--- config.mk ---
export PLATFORM = sky130hd
export DESIGN_NAME = inst_fetch_unit
export DESIGN_NICKNAME = d
export VERILOG_FILES = /design/src/rtl/inst_fetch_unit_pkg.sv /design/src/rtl/inst_fetch_unit_decoder.sv /design/src/rtl/inst_fetch_unit.sv
export SDC_FILE = /design/constraint.sdc
export NUM_CORES = 1
export LEC_CHECK = 0
export BUFFER_PORTS_ARGS = -buffer_cell sky130_fd_sc_hd__buf_2
export CAP_MARGIN = 40
export CORE_AREA = 2 2 121 123
export DETAILED_ROUTE_END_ITERATION = 10
export DIE_AREA = 0 0 123 125
export PLACE_DENSITY = 0.54
export RECOVER_POWER = 50
export SYNTH_ARGS = -nofsm -noshare
export SYNTH_HDL_FRONTEND = slang
export SYNTH_HIERARCHICAL = 1
export SYNTH_SLANG_ARGS = --single-unit
--- constraint.sdc ---
create_clock -name clk -period 2.1 [get_ports clk]
set_input_delay 0.105 -clock clk [delete_from_list [all_inputs] [get_ports clk]]
set_output_delay 0.105 -clock clk [all_outputs]
set_load 0.005 [all_outputs]
--- src/rtl/inst_fetch_unit_pkg.sv ---
// Shared definitions for the instruction fetch unit: fetch-state encoding,
// instruction field bit positions and the lowest opcode that gets issued.
package inst_fetch_unit_pkg;

  typedef enum logic [1:0] {
    ST_REQ   = 2'd0,
    ST_WAIT  = 2'd1,
    ST_ISSUE = 2'd2,
    ST_HALT  = 2'd3
  } fetch_state_t;

  localparam int OPC_MSB  = 31;
  localparam int OPC_LSB  = 26;
  localparam int RS_MSB   = 25;
  localparam int RS_LSB   = 21;
  localparam int RT_MSB   = 20;
  localparam int RT_LSB   = 16;
  localparam int RD_MSB   = 15;
  localparam int RD_LSB   = 11;
  localparam int SH_MSB   = 10;
  localparam int SH_LSB   = 6;
  localparam int IMM_MSB  = 15;
  localparam int IMM_LSB  = 0;
  localparam int ADDR_MSB = 25;
  localparam int ADDR_LSB = 0;

  // Opcodes below this value are fetched but never handed to the executor.
  localparam logic [5:0] INST_NUM_MIN_VALID = 6'd4;

endpackage

--- src/rtl/inst_fetch_unit_decoder.sv ---
// inst_decoder: purely combinational split of a 32-bit instruction word
// into opcode, register indices and immediates.
module inst_decoder
  import inst_fetch_unit_pkg::*;
(
  input  logic [31:0] inst_i,
  output logic [5:0]  inst_num_o,
  output logic [4:0]  rs_idx_o,
  output logic [4:0]  rt_idx_o,
  output logic [4:0]  rd_idx_o,
  output logic [4:0]  shift5_o,
  output logic [15:0] const16_o,
  output logic [25:0] addr26_o
);

  assign inst_num_o = inst_i[OPC_MSB:OPC_LSB];
  assign rs_idx_o   = inst_i[RS_MSB:RS_LSB];
  assign rt_idx_o   = inst_i[RT_MSB:RT_LSB];
  assign rd_idx_o   = inst_i[RD_MSB:RD_LSB];
  assign shift5_o   = inst_i[SH_MSB:SH_LSB];
  assign const16_o  = inst_i[IMM_MSB:IMM_LSB];
  assign addr26_o   = inst_i[ADDR_MSB:ADDR_LSB];

endmodule

--- src/rtl/inst_fetch_unit.sv ---
// Instruction fetch unit: request, capture, decode and issue one word at a time.
// Optional retired-instruction counter is built when INST_COUNT_EN is defined.
//   state | meaning
//   REQ   | fetch request outstanding at pc, waiting for imem_ready
//   WAIT  | request accepted, waiting for imem_data_ready
//   ISSUE | decoded word presented to executor until exec_completed
//   HALT  | stopped (halt or misaligned pc) until reset
module inst_fetch_unit
  import inst_fetch_unit_pkg::*;
#(
  parameter logic [31:0] RESET_PC = 32'h0000_0000
) (
  input  logic        clk,
  input  logic        reset,
  output logic [31:0] imem_addr,
  output logic        imem_valid,
  input  logic        imem_ready,
  input  logic [31:0] imem_data,
  input  logic        imem_data_ready,
  output logic [31:0] pc,
  output logic [5:0]  inst_num,
  output logic [15:0] const16,
  output logic [4:0]  shift5,
  output logic [25:0] addr26,
  output logic [4:0]  rs_idx,
  output logic [4:0]  rt_idx,
  output logic [4:0]  rd_idx,
  output logic        issue_valid,
  input  logic        exec_completed,
  input  logic [31:0] exec_pc_out,
  input  logic        halted,
  output logic        fault
`ifdef INST_COUNT_EN
  ,
  output logic [31:0] retired_count
`endif
);

  fetch_state_t state_q, state_d;
  logic [31:0]  pc_q, pc_d;
  logic [31:0]  ir_q, ir_d;
  logic         fault_q, fault_d;
  logic         imem_valid_q, issue_valid_q;

  always_comb begin
    state_d = state_q;
    pc_d    = pc_q;
    ir_d    = ir_q;
    fault_d = fault_q;
    case (state_q)
      ST_REQ: begin
        // Only a misaligned RESET_PC can reach here unaligned.
        if (pc_q[1:0] != 2'b00) begin
          state_d = ST_HALT;
          fault_d = 1'b1;
        end else if (imem_valid_q && imem_ready) begin
          state_d = ST_WAIT;
        end
      end
      ST_WAIT: begin
        if (imem_data_ready) begin
          ir_d = imem_data;
          if (imem_data[OPC_MSB:OPC_LSB] < INST_NUM_MIN_VALID) begin
            pc_d    = pc_q + 32'd4;
            state_d = ST_REQ;
          end else begin
            state_d = ST_ISSUE;
          end
        end
      end
      ST_ISSUE: begin
        if (exec_completed) begin
          pc_d = exec_pc_out;
          if (exec_pc_out[1:0] != 2'b00) begin
            state_d = ST_HALT;
            fault_d = 1'b1;
          end else if (halted) begin
            state_d = ST_HALT;
          end else begin
            state_d = ST_REQ;
          end
        end
      end
      default: state_d = ST_HALT;
    endcase
  end

  // Handshake outputs are registered from the next state so they are 0 in reset.
  always_ff @(posedge clk or posedge reset) begin
    if (reset) begin
      state_q       <= ST_REQ;
      pc_q          <= RESET_PC;
      ir_q          <= 32'd0;
      fault_q       <= 1'b0;
      imem_valid_q  <= 1'b0;
      issue_valid_q <= 1'b0;
    end else begin
      state_q       <= state_d;
      pc_q          <= pc_d;
      ir_q          <= ir_d;
      fault_q       <= fault_d;
      imem_valid_q  <= (state_d == ST_REQ);
      issue_valid_q <= (state_d == ST_ISSUE);
    end
  end

`ifdef INST_COUNT_EN
  logic [31:0] retired_q;

  always_ff @(posedge clk or posedge reset) begin
    if (reset) begin
      retired_q <= 32'd0;
    end else if (state_q == ST_ISSUE && exec_completed) begin
      retired_q <= retired_q + 32'd1;
    end
  end

  assign retired_count = retired_q;
`endif

  assign imem_addr   = pc_q;
  assign imem_valid  = imem_valid_q;
  assign pc          = pc_q;
  assign issue_valid = issue_valid_q;
  assign fault       = fault_q;

  inst_decoder u_decoder (
    .inst_i     (ir_q),
    .inst_num_o (inst_num),
    .rs_idx_o   (rs_idx),
    .rt_idx_o   (rt_idx),
    .rd_idx_o   (rd_idx),
    .shift5_o   (shift5),
    .const16_o  (const16),
    .addr26_o   (addr26)
  );

endmodule

==> Flow_metrics.wiki, run 1 <==
{| class="wikitable"
! Metric !! Value
|-
| Total number of cells along the worst setup path || 6
|-
| Die height || roughly 130 um
|-
| Worst-case register-to-register setup slack || 0.07 ns
|-
| Number of maximum-capacitance violations || 0
|-
| Effective utilization at floorplan || between 20% and 30%
|-
| Synth area leader || sky130_fd_sc_hd__dfrtp_1
|-
| Clock sinks || 69
|-
| Global placer's final weighted congestion || 0.775
|-
| Critical path required time || 2.36 ns
|-
| Total setup buffers inserted after CTS || 0
|-
| Critical Path Slowest Stage Cell || sky130_fd_sc_hd__or4_4
|-
| Place WS || ~0.025 ns
|-
| Antenna Violating Nets Remaining || 0
|-
| Count of pins on the block boundary || 205
|-
| Number of stages on the worst hold path || 2
|-
| Final net count || 667
|-
| Largest net degree at the start of global routing || 70
|-
| Leading cell types by total area after synthesis || sky130_fd_sc_hd__dfrtp_1 41%, sky130_fd_sc_hd__buf_4 18%, sky130_fd_sc_hd__mux2_2 8.7%, sky130_fd_sc_hd__nand2_1 3.1%, sky130_fd_sc_hd__a21oi_1 2.9%
|-
| GR Util met2 || 24.6%
|-
| Post-Syn Nets || 514
|-
| Vias in the first global route || 3,421
|-
| First-pass GRT wire length || about 18,000 um
|-
| Arrival time at the worst endpoint || 2.29 ns
|-
| Post-synthesis cell area || 4160 um^2
|-
| Class of the most critical setup path || reg -> reg
|-
| Routed WL || 11,700 um
|-
| Nature of the critical path startpoint || flip-flop
|-
| Leading cell types in the layout, fill and taps excluded || 165 x sky130_fd_sc_hd__buf_2, 69 x sky130_fd_sc_hd__dfrtp_1, 37 x sky130_fd_sc_hd__clkbuf_1
|-
| Leakage power total || roughly 0.0027 uW
|-
| Hpwl dp || 8480 um
|-
| Layout Cells excl Fill || 786
|-
| Final count of pins violating max slew || 0
|-
| # DRC || 0
|-
| Die Footprint || 15,400 um^2
|-
| Run status || finished clean
|-
| Post-synth cell types || 46
|-
| Period utilisation layout || 96.8%
|-
| Post-layout minimum cycle time || 2.03 ns
|-
| Clock network latency to the later pin of the worst-skew pair || 0.34 ns
|-
| PnR worst setup slack || roughly 0.067 ns
|-
| Overall overflow remaining after global route || 0
|-
| Number of antenna violations at the first check in global routing || 2
|-
| Fraction of layout instances using a drive strength above 1 || 42.9%
|-
| Width of the die || 123 um
|-
| Clk_skew || 0.0106 ns
|-
| Filler cells || 1,483
|-
| Placed cell count || approximately 740
|-
| Crit. End Element || flip-flop
|-
| Count of buffers inserted at the top-level ports || 204
|-
| DR vias || 3,749
|-
| Cell mode on critical path || sky130_fd_sc_hd__or4_4
|-
| Cells after synthesis || around 440
|-
| Total power per unit cell area || 560 nW/um^2
|-
| Flops & latches, synth || 69
|-
| Crit path buffers/inverters || 0
|-
| Layer carrying the most global-route usage || met2
|-
| Tightest Pin Transition || 0.977 ns
|-
| First-pass DRT Iterations || 4
|-
| Dominant delay contributor by cell family on the critical path || simple AND/OR/NAND/NOR gates
|-
| Violation count after the first detailed-route iteration || 123
|-
| Slowest cell delay on critical path || 0.54 ns
|-
| Share of Yosys cell area claimed by the top area cell type || 41.5%
|-
| Synthesis warning total || 6
|-
| Average wire per cell in the routed design || approximately 15 um
|-
| Maximum clock frequency || 492 MHz
|-
| Average instance area after synthesis || 9.39 um^2
|-
| Area Overhead vs Synth || 29.9%
|-
| Core area || 14,200 um^2
|-
| Overall track demand over capacity in global routing || 14.8%
|-
| Deepest clock path buffer count || 2
|-
| Worst relative slew slack || 34.8%
|-
| Length in cells of the worst reg-to-reg path || 6
|-
| Number of clock buffers inserted by TritonCTS || 9
|-
| GR met3 Demand/Resource || 3.74%
|-
| Maximum level of the CTS H-tree || 3
|-
| Row count || 44
|-
| Avg Vias per Cell || 4.77
|-
| Critical path peak fanout || 2
|-
| TritonCTS clock tree || yes
|-
| Share of synthesized area occupied by flip-flops and latches || 41.5%
|-
| Reg clk slew, reported paths || 0.06 ns
|-
| HP Class || in -> reg
|-
| Root buffer cell || sky130_fd_sc_hd__clkbuf_16
|-
| Leading cell type in the layout, fill and taps excluded || sky130_fd_sc_hd__buf_2
|-
| Worst supply voltage drop on vdd || 0.372 mV
|-
| Critical path, cell by cell || ha_2 > nand4_2 > or4_4 > or4_4 > a21oi_2 > a2bb2oi_1
|-
| Setup violations, final || 0
|-
| Total Power || 3030 uW
|-
| Global-route track usage on met1 || 18.4%
|-
| Final number of hold-violating endpoints || 0
|}
==> final cells by class <==
| type | instances | area [um^2] | area share [%] |
|---|---|---|---|
| Antenna cell | 1 | 2.50 | 0.0463 |
| Clock buffer | 10 | 239 | 4.42 |
| Multi-Input combinational cell | 249 | 1610 | 29.8 |
| Tap cell | 184 | 230 | 4.26 |
| Inverter | 4 | 15.0 | 0.278 |
| Timing Repair Buffer | 263 | 1520 | 28.1 |
| Sequential cell | 69 | 1730 | 31.9 |
| Clock inverter | 6 | 62.6 | 1.16 |
==> per-layer routing <==
layer / part of all wire, % / wire [um]
met5: 0.094 / 11
met4: 1.9 / 220
met3: 8.8 / 1030
met2: 46 / 5450
met1: 43 / 5000
==> Yosys cell counts, drive strengths merged <==
cell and number:
nand4 13, a41oi 1, o22ai 11, nor2 24, nand3b 2, and3 6
a32oi 1, nor3b 1, a21oi 24, dfrtp 69, a311oi 1, clkbuf 19
o2bb2ai 1, mux2 32, nand3 18, nor4 1, ha 1, o22a 1
or3 1, o211ai 1, and2 3, a31oi 5, nor3 8, o21ai 23
or4 4, nand2b 2, a2bb2oi 10, mux2i 1, and4 1, a211o 1
o21bai 2, o21a 3, nor2b 2, nor4b 1, a31o 1, a22oi 5
buf 102, o2bb2a 1, inv 4, nand2 34, a221o 1, or2 1
==> worst register-to-register path: stages, from the launching register on <==
cell	delay, ns
sky130_fd_sc_hd__dfrtp_1	0.36
sky130_fd_sc_hd__ha_2	0.20
sky130_fd_sc_hd__nand4_2	0.12
sky130_fd_sc_hd__or4_4	0.54
sky130_fd_sc_hd__or4_4	0.44
sky130_fd_sc_hd__a21oi_2	0.14
sky130_fd_sc_hd__a2bb2oi_1	0.16
==> cells by family (layout without fill, tap and decap cells) <==
kind of cell	count (synthesis)	count (layout)	share of synthesized area, %
adder cells (fa/ha/maj)	1	1	0.301
AND/OR/NAND/NOR	122	122	14.9
multiplexers	33	33	8.90
flip-flops	69	69	41.5
AO/OA/AOI/OAI	93	93	14.1
other	0	1	0
buffers and inverters	125	283	20.4
==> through the flow <==
step | hold WS, ns | util [%] | setup TNS [ns] | area (um^2)
3_5_place_dp | 0.232 | 34.4 | 0 | 4880
3_3_place_gp | 0.214 | 34.4 | 0 | 4880
5_1_grt | 0.0103 | 38.0 | -0.00133 | 5400
4_1_cts | 0.000225 | 38.4 | 0 | 5460
6_report | 0.00892 | 38.1 | 0 | 5410
2_1_floorplan | 0.210 | - | 0 | 4160
==> path summary, 6_finish.rpt <==
path,endpoint,startpoint
setup / recovery,imem_addr[28]$_DFFE_PP0P_,imem_addr[2]$_DFFE_PP0P_
hold / removal,imem_addr[24]$_DFFE_PP0P_,exec_pc_out[24]
setup reg to reg,imem_addr[28]$_DFFE_PP0P_,imem_addr[2]$_DFFE_PP0P_
hold reg to reg,fault$_DFFE_PP0P_,fault$_DFFE_PP0P_
max in group asynchronous,imem_addr[4]$_DFFE_PP0P_,reset
min in group asynchronous,ir_q[19]$_DFFE_PP0P_,reset
==> report_power, final <==
group	internal (uW)	total (uW)	leakage, uW	switching, uW
Sequential	1330	1340	0.000933	3.80
Clock	947	1530	0.000140	586
Combinational	89.8	158	0.00163	67.8
==> state kept, by name, summed over array words and instances, names as in the netlist <==
name,flops
imem_addr,32
ir_q,32
state_q,2
fault,1
imem_valid,1
issue_valid,1
==> timing repair <==
| item | 4_1_cts | 5_1_grt |
|---|---|---|
| hold endpoints to repair | 95 | 0 |
| endpoints found under the setup margin | 1 | 1 |
| hold buffers | 27 | 0 |
| pin swaps | 0 | 2 |
| cloned | 0 | 0 |
| gates resized for setup | 1 | 2 |
(Power assumes the default switching activity.)
==> run 2: changes to the inputs <==
--- a/config.mk
+++ b/config.mk
@@ -5,12 +5,12 @@
 export SDC_FILE = /design/constraint.sdc
 export NUM_CORES = 1
 export LEC_CHECK = 0
-export BUFFER_PORTS_ARGS = -buffer_cell sky130_fd_sc_hd__buf_2
 export CAP_MARGIN = 40
 export CORE_AREA = 2 2 121 123
 export DETAILED_ROUTE_END_ITERATION = 10
 export DIE_AREA = 0 0 123 125
-export PLACE_DENSITY = 0.54
+export DONT_BUFFER_PORTS = 1
+export PLACE_DENSITY = 0.41
 export RECOVER_POWER = 50
 export SYNTH_ARGS = -nofsm -noshare
 export SYNTH_HDL_FRONTEND = slang
==> Flow_metrics.wiki, run 2 (synthesis results as in run 1) <==
{| class="wikitable"
! Metric !! Value
|-
| Final core utilization || 33.2% (-4.8 points)
|-
| Count of buffers inserted at the top-level ports || 0 (-100%)
|-
| Filler cells || 1,453 (-2.0%)
|-
| Uppermost metal layer occupied by signal nets || met4
|-
| Count of pins on the block boundary || 205 (unchanged)
|-
| Average wire per cell in the routed design || 18.5 um (+24%)
|-
| Die Footprint || 15,400 um^2 (unchanged)
|-
| Final net count || 495 (-26%)
|-
| Clock sinks || 69 (unchanged)
|-
| First-pass DRT Iterations || 4 (unchanged)
|-
| Die height || 125 um (unchanged)
|-
| Maximum level of the CTS H-tree || 3 (unchanged)
|-
| Final number of hold-violating endpoints || 0 (unchanged)
|-
| Leading cell type in the layout, fill and taps excluded || sky130_fd_sc_hd__dfrtp_1
|-
| Post-layout minimum cycle time || 2.01 ns (-0.0225 ns)
|-
| Critical path peak fanout || 2 (unchanged)
|-
| Number of maximum-capacitance violations || 0 (unchanged)
|-
| Met2 layer wire length in the routed design || 5500 um (+0.95%)
|-
| Antenna Violating Nets Remaining || 0 (unchanged)
|-
| Clock network latency to the later pin of the worst-skew pair || 0.33 ns (about the same)
|-
| Worst-case register-to-register setup slack || 0.09 ns (+0.02 ns)
|-
| Final design instance area without fill || 4720 um^2 (-13%)
|-
| Clk_skew || 0.00736 ns (-0.00327 ns)
|-
| Overall track demand over capacity in global routing || 14.9% (+0.11 points)
|-
| Setup violations, final || 0 (unchanged)
|-
| Hpwl dp || 8010 um (-5.6%)
|-
| Final count of pins violating max slew || 0 (unchanged)
|-
| Effective utilization at floorplan || 29.3% (unchanged)
|-
| Row count || 44 (unchanged)
|-
| Avg Vias per Cell || 5.03 (+5.5%)
|-
| Worst supply voltage drop on vdd || 0.290 mV (-22%)
|-
| Nature of the critical path startpoint || flip-flop
|-
| Width of the die || 123 um (unchanged)
|-
| Overall overflow remaining after global route || 0 (unchanged)
|-
| Run status || finished clean
|-
| Placed cell count || 544 (-27%)
|-
| Core area || 14,200 um^2 (unchanged)
|-
| Number of antenna violations at the first check in global routing || 0 (-2)
|-
| Period utilisation layout || 95.8% (-1.1 points)
|-
| First-pass GRT wire length || 17,200 um (-2.4%)
|-
| Arrival time at the worst endpoint || 2.23 ns (-0.06 ns)
|-
| DR vias || 3,075 (-18%)
|-
| Class of the most critical setup path || reg -> reg
|-
| # DRC || 0 (unchanged)
|-
| Layout Cells excl Fill || 611 (-22%)
|-
| Termination of the worst setup path || imem_addr[28]$_DFFE_PP0P_
|-
| Count of antenna diodes in the layout || 0 (-1)
|-
| Largest net degree at the start of global routing || 51 (-27%)
|-
| HP Class || in -> reg
|-
| Leading cell types in the layout, fill and taps excluded || 69 x sky130_fd_sc_hd__dfrtp_1, 53 x sky130_fd_sc_hd__dlygate4sd3_1, 34 x sky130_fd_sc_hd__nand2_1
|-
| Fraction of layout instances using a drive strength above 1 || 21.3% (-22 points)
|-
| Routed WL || 11,300 um (-3.3%)
|-
| Crit. End Element || flip-flop
|-
| Startpoint of the worst-slack reg-to-reg timing path || imem_addr[2]$_DFFE_PP0P_
|-
| Routed length on met3 || 924 um (-10%)
|-
| Vias in the first global route || 3,160 (-7.6%)
|-
| Area Overhead vs Synth || 13.4%
|-
| Total power per unit cell area || 641 nW/um^2 (+14%)
|-
| Wl on met1 || 4660 um (-6.8%)
|-
| Root buffer cell || sky130_fd_sc_hd__clkbuf_16
|-
| Length in cells of the worst reg-to-reg path || 6 (unchanged)
|-
| Tightest Pin Transition || 1.32 ns (+0.345 ns)
|-
| Violation count after the first detailed-route iteration || 95 (-23%)
|-
| Leakage power total || 0.00200 uW (-26%)
|-
| TritonCTS clock tree || yes
|-
| Global placer's final weighted congestion || 0.721 (-7.0%)
|-
| Number of clock buffers inserted by TritonCTS || 9 (unchanged)
|-
| Deepest clock path buffer count || 2 (unchanged)
|-
| Critical path required time || 2.32 ns (-0.04 ns)
|-
| Worst relative slew slack || 11.8% (-23 points)
|-
| Cell Area, Placed || 3890 um^2 (-20%)
|-
| Setup crit start || imem_addr[2]$_DFFE_PP0P_
|-
| Maximum clock frequency || 497 MHz (+1.1%)
|-
| Critical register-to-register path endpoint || imem_addr[28]$_DFFE_PP0P_
|-
| Reg clk slew, reported paths || 0.06 ns (about the same)
|}
run 2: cell count changes in the layout (fill, tap and decap cells not counted), moves of 3 or more:
cell,previous run,this run
sky130_fd_sc_hd__buf_2,165,0
sky130_fd_sc_hd__dlygate4sd3_1,27,53
sky130_fd_sc_hd__clkbuf_1,37,7
sky130_fd_sc_hd__clkinvlp_4,3,0
run 2: what timing repair did:
| action | in CTS | in global routing |
|---|---|---|
| hold endpoints to repair | 84 | 0 |
| setup buffers | 0 | 0 |
| gates resized for setup | 0 | 4 |
| hold buffers | 53 | 0 |
| endpoints found under the setup margin | 0 | 1 |
run 2: metrics by stage:
stage          total power (uW)  setup WS [ns]  hold slack (ns)    TNS, ns
6_report                   3030         0.0892           0.0151          0
5_1_grt                    3150      -0.000244           0.0270  -0.000244
4_1_cts                    3090         0.0261          0.00238          0
3_5_place_dp               1410         0.0384           0.0752          0
3_3_place_gp               1410         0.0510           0.0647          0
2_1_floorplan              1400         0.0110            0.210          0
run 2: how the worst min path moves through the flow:
stage	start	endpoint	slack, ns	cells after the start
floorplan	exec_pc_out[0]	imem_addr[0]$_DFFE_PP0P_	0.21	2
global route	exec_pc_out[9]	imem_addr[9]$_DFFE_PP0P_	0.03	2
global placement	reset	ir_q[15]$_DFFE_PP0P_	0.06	1
finish	exec_pc_out[9]	imem_addr[9]$_DFFE_PP0P_	0.02	2
detailed placement	reset	ir_q[15]$_DFFE_PP0P_	0.08	1
CTS	exec_pc_out[9]	imem_addr[9]$_DFFE_PP0P_	0.002	2
run 2: power by group:
group | internal, uW | switching, uW | total, uW
sequential | 1330 | 4.59 | 1340
clock | 1000 | 557 | 1560
combinational | 75.1 | 51.2 | 126
total | 2410 | 613 | 3030
run 2: layout make-up:
| class | count | area, um^2 | area share [%] |
|---|---|---|---|
| Inverter | 4 | 15.0 | 0.318 |
| Multi-Input combinational cell | 249 | 1620 | 34.3 |
| Timing Repair Buffer | 91 | 831 | 17.6 |
| Tap cell | 184 | 230 | 4.88 |
| Clock inverter | 1 | 30.0 | 0.636 |
| Clock buffer | 13 | 270 | 5.73 |
| Sequential cell | 69 | 1730 | 36.6 |
run 2: worst max-delay path, cell delays in order, from the launching register on:
cell	delay, ns
sky130_fd_sc_hd__dfrtp_1	0.35
sky130_fd_sc_hd__ha_2	0.19
sky130_fd_sc_hd__nand4_2	0.12
sky130_fd_sc_hd__or4_4	0.55
sky130_fd_sc_hd__or4_4	0.44
sky130_fd_sc_hd__o22ai_1	0.17
sky130_fd_sc_hd__a2bb2oi_2	0.07
run 2: routing by layer:
layer,GRT usage (%),vias to the layer above
met5,0,-
met2,24.3,158
met4,6.62,0
met3,4.79,20
met1,17.7,1466
li1,-,1431
==> run 3: changes to the inputs <==
--- a/config.mk
+++ b/config.mk
@@ -6,11 +6,11 @@
 export NUM_CORES = 1
 export LEC_CHECK = 0
 export CAP_MARGIN = 40
-export CORE_AREA = 2 2 121 123
+export CORE_AREA = 2 2 100 102
 export DETAILED_ROUTE_END_ITERATION = 10
-export DIE_AREA = 0 0 123 125
+export DIE_AREA = 0 0 102 104
 export DONT_BUFFER_PORTS = 1
-export PLACE_DENSITY = 0.41
+export PLACE_DENSITY = 0.56
 export RECOVER_POWER = 50
 export SYNTH_ARGS = -nofsm -noshare
 export SYNTH_HDL_FRONTEND = slang
==> constraint.sdc (replaced) <==
create_clock -name clk -period 2.3 [get_ports clk]
set_input_delay 0.115 -clock clk [delete_from_list [all_inputs] [get_ports clk]]
set_output_delay 0.115 -clock clk [all_outputs]
set_load 0.005 [all_outputs]
==> Flow_metrics.wiki, run 3 (synthesis results as in run 1) <==
{| class="wikitable"
! Metric !! Value
|-
| Run status || finished clean
|-
| Number of antenna violations at the first check in global routing || 0 (unchanged)
|-
| Filler cells || 937 (-36%)
|-
| Worst-case register-to-register setup slack || 0.09 ns (about the same)
|-
| RSZ-0062 raised after global routing || no
|-
| Clock sinks || 69 (unchanged)
|-
| Final design instance area without fill || 4510 um^2 (-4.4%)
|-
| Hold wc startpoint || exec_pc_out[4]
|-
| Length in cells of the worst reg-to-reg path || 6 (unchanged)
|-
| Antenna Violating Nets Remaining || 0 (unchanged)
|-
| Width of the die || 102 um (-17%)
|-
| First-pass DRT Iterations || 4 (unchanged)
|-
| Post-layout minimum cycle time || 2.21 ns (+0.200 ns)
|-
| Fin Setup TNS || 0 ns (unchanged)
|-
| Final core utilization || 47.2% (+14 points)
|-
| Effective utilization at floorplan || 43.6% (+14 points)
|-
| Leading cell type in the layout, fill and taps excluded || sky130_fd_sc_hd__dfrtp_1
|-
| Core area || 9550 um^2 (-33%)
|-
| Leakage power total || 0.00193 uW (-3.5%)
|-
| Area Overhead vs Synth || 8.42%
|-
| Largest net degree at the start of global routing || 33 (-35%)
|-
| Total number of cells along the worst setup path || 6 (unchanged)
|-
| Crit. End Element || flip-flop
|-
| DR vias || 3,087 (+0.39%)
|-
| Number of clock buffers inserted by TritonCTS || 9 (unchanged)
|-
| Die height || 104 um (-17%)
|-
| First-pass GRT wire length || 15,900 um (-7.6%)
|-
| Critical path peak fanout || 4 (+2)
|-
| Startpoint of the worst-slack reg-to-reg timing path || imem_addr[2]$_DFFE_PP0P_
|-
| Leading cell types in the layout, fill and taps excluded || 69 x sky130_fd_sc_hd__dfrtp_1, 57 x sky130_fd_sc_hd__dlygate4sd3_1, 34 x sky130_fd_sc_hd__nand2_1
|-
| Reg clk slew, reported paths || 0.08 ns (+0.02 ns)
|-
| Overall overflow remaining after global route || 0 (unchanged)
|-
| Die Footprint || 10,600 um^2 (-31%)
|-
| Cell Area, Placed || 3770 um^2 (-3.1%)
|-
| # DRC || 0 (unchanged)
|-
| Worst relative slew slack || 44.8% (+33 points)
|-
| Routed WL || 10,100 um (-10%)
|-
| Avg Vias per Cell || 5.54 (+10%)
|-
| Cell mode on critical path || sky130_fd_sc_hd__or4_1
|-
| HP Class || in -> reg
|-
| Root buffer cell || sky130_fd_sc_hd__clkbuf_8
|-
| Total power per unit cell area || 519 nW/um^2 (-19%)
|-
| Count of buffers inserted at the top-level ports || 0 (unchanged)
|-
| TritonCTS clock tree || yes
|-
| Fraction of layout instances using a drive strength above 1 || 20.3% (-1.0 points)
|-
| Clock network latency to the later pin of the worst-skew pair || 0.35 ns (+0.02 ns)
|-
| Critical path, cell by cell || ha_1 > nand4_2 > or4_1 > or4_1 > a21oi_1 > a2bb2oi_1
|-
| Critical Path Slowest Stage Cell || sky130_fd_sc_hd__or4_1
|-
| Maximum level of the CTS H-tree || 3 (unchanged)
|-
| Hpwl dp || 6760 um (-16%)
|-
| Termination of the worst setup path || imem_addr[28]$_DFFE_PP0P_
|-
| Setup violations, final || 0 (unchanged)
|-
| Vias in the first global route || 3,030 (-4.1%)
|-
| Critical register-to-register path endpoint || imem_addr[28]$_DFFE_PP0P_
|-
| Dominant delay contributor by cell family on the critical path || simple AND/OR/NAND/NOR gates
|-
| Row count || 36 (-18%)
|-
| Deepest clock path buffer count || 2 (unchanged)
|-
| Critical path required time || 2.57 ns (+0.25 ns)
|-
| Setup crit start || imem_addr[2]$_DFFE_PP0P_
|-
| Maximum clock frequency || 452 MHz (-9.0%)
|-
| Final count of pins violating max slew || 0 (unchanged)
|-
| Slowest cell delay on critical path || 0.56 ns (about the same)
|-
| Number of maximum-capacitance violations || 0 (unchanged)
|-
| Average wire per cell in the routed design || 18.2 um (-1.7%)
|-
| Number of stages on the worst hold path || 2 (unchanged)
|-
| Final number of hold-violating endpoints || 0 (unchanged)
|-
| Class of the most critical setup path || reg -> reg
|-
| Nature of the critical path startpoint || flip-flop
|-
| Global placer's final weighted congestion || 0.794 (+10%)
|-
| Period utilisation layout || 96.1% (+0.37 points)
|-
| Final net count || 490 (-1.0%)
|-
| Violation count after the first detailed-route iteration || 100 (+5.3%)
|-
| Count of pins on the block boundary || 205 (unchanged)
|-
| Worst supply voltage drop on vdd || 0.204 mV (-30%)
|-
| Crit path buffers/inverters || 0 (unchanged)
|-
| Tightest Pin Transition || 0.827 ns (-0.495 ns)
|-
| Overall track demand over capacity in global routing || 19.2% (+4.3 points)
|-
| Count of antenna diodes in the layout || 0 (unchanged)
|-
| Arrival time at the worst endpoint || 2.48 ns (+0.25 ns)
|-
| Clk_skew || 0.0128 ns (+0.00543 ns)
|-
| Post-cts gate resize count || 0 (unchanged)
|}
[run 3: cell count changes in the layout (fill, tap and decap cells not counted), moves of 2 or more]
cell                            before  now
sky130_fd_sc_hd__clkbuf_16           9    0
sky130_fd_sc_hd__clkbuf_1            7    0
sky130_fd_sc_hd__clkbuf_8            3    9
sky130_fd_sc_hd__buf_4              29   25
sky130_fd_sc_hd__dlygate4sd3_1      53   57
sky130_fd_sc_hd__clkinvlp_4          0    3
sky130_fd_sc_hd__or4_1               2    4
sky130_fd_sc_hd__or4_4               2    0
[run 3: report_power, final]
group          internal [uW]  total, uW  switching, uW
logic                   70.4        115           44.7
clock network            504       1000            500
registers               1220       1220           5.97
total                   1790       2340            551
[run 3: area by class of cell]
cell class              instances  area, um^2  share of cell area, %
inverters                       4        15.0                  0.333
multi-input cells             249        1600                   35.4
clock inverters                 7        75.1                   1.66
clock buffers                   9         124                   2.75
flip-flops and latches         69        1730                   38.3
well taps                     133         166                   3.69
repair buffers                 86         808                   17.9
[run 3: repair_timing]
action	4_1_cts	5_1_grt
hold buffers	57	0
buffers inserted	0	0
hold endpoints to repair	93	0
endpoints found under the setup margin	0	1
[run 3: worst min path at each step]
stage / to / slack, ns
after floorplan: imem_addr[0]$_DFFE_PP0P_ / 0.22
after global placement: imem_addr[25]$_DFFE_PP0P_ / 0.21
after detailed placement: ir_q[5]$_DFFE_PP0P_ / -0.08
after CTS: imem_addr[26]$_DFFE_PP0P_ / 0.0003
after global routing: imem_addr[4]$_DFFE_PP0P_ / 0.03
final: imem_addr[4]$_DFFE_PP0P_ / 0.02
[run 3: stage by stage]
| stage | total power (uW) | cells | worst slack (ns) | hold WS, ns |
|---|---|---|---|---|
| 3_5_place_dp | 1290 | 484 | 0.0758 | -0.0844 |
| 6_report | 2340 | 557 | 0.0893 | 0.0205 |
| 2_1_floorplan | 1270 | 443 | 0.0846 | 0.220 |
| 5_1_grt | 2450 | 557 | 0.0232 | 0.0253 |
| 3_3_place_gp | 1290 | 483 | 0.118 | 0.210 |
| 4_1_cts | 2390 | 557 | 0.0617 | 0.000337 |
[run 3: metal layers]
metal  routed length [um]  GRT usage, %  vias to the layer above
met4                  162          5.24                        0
met2                 4940          31.3                      152
met5                    0             0                        -
met3                  809          6.38                       16
li1                     -             -                     1433
met1                 4240          24.0                     1486
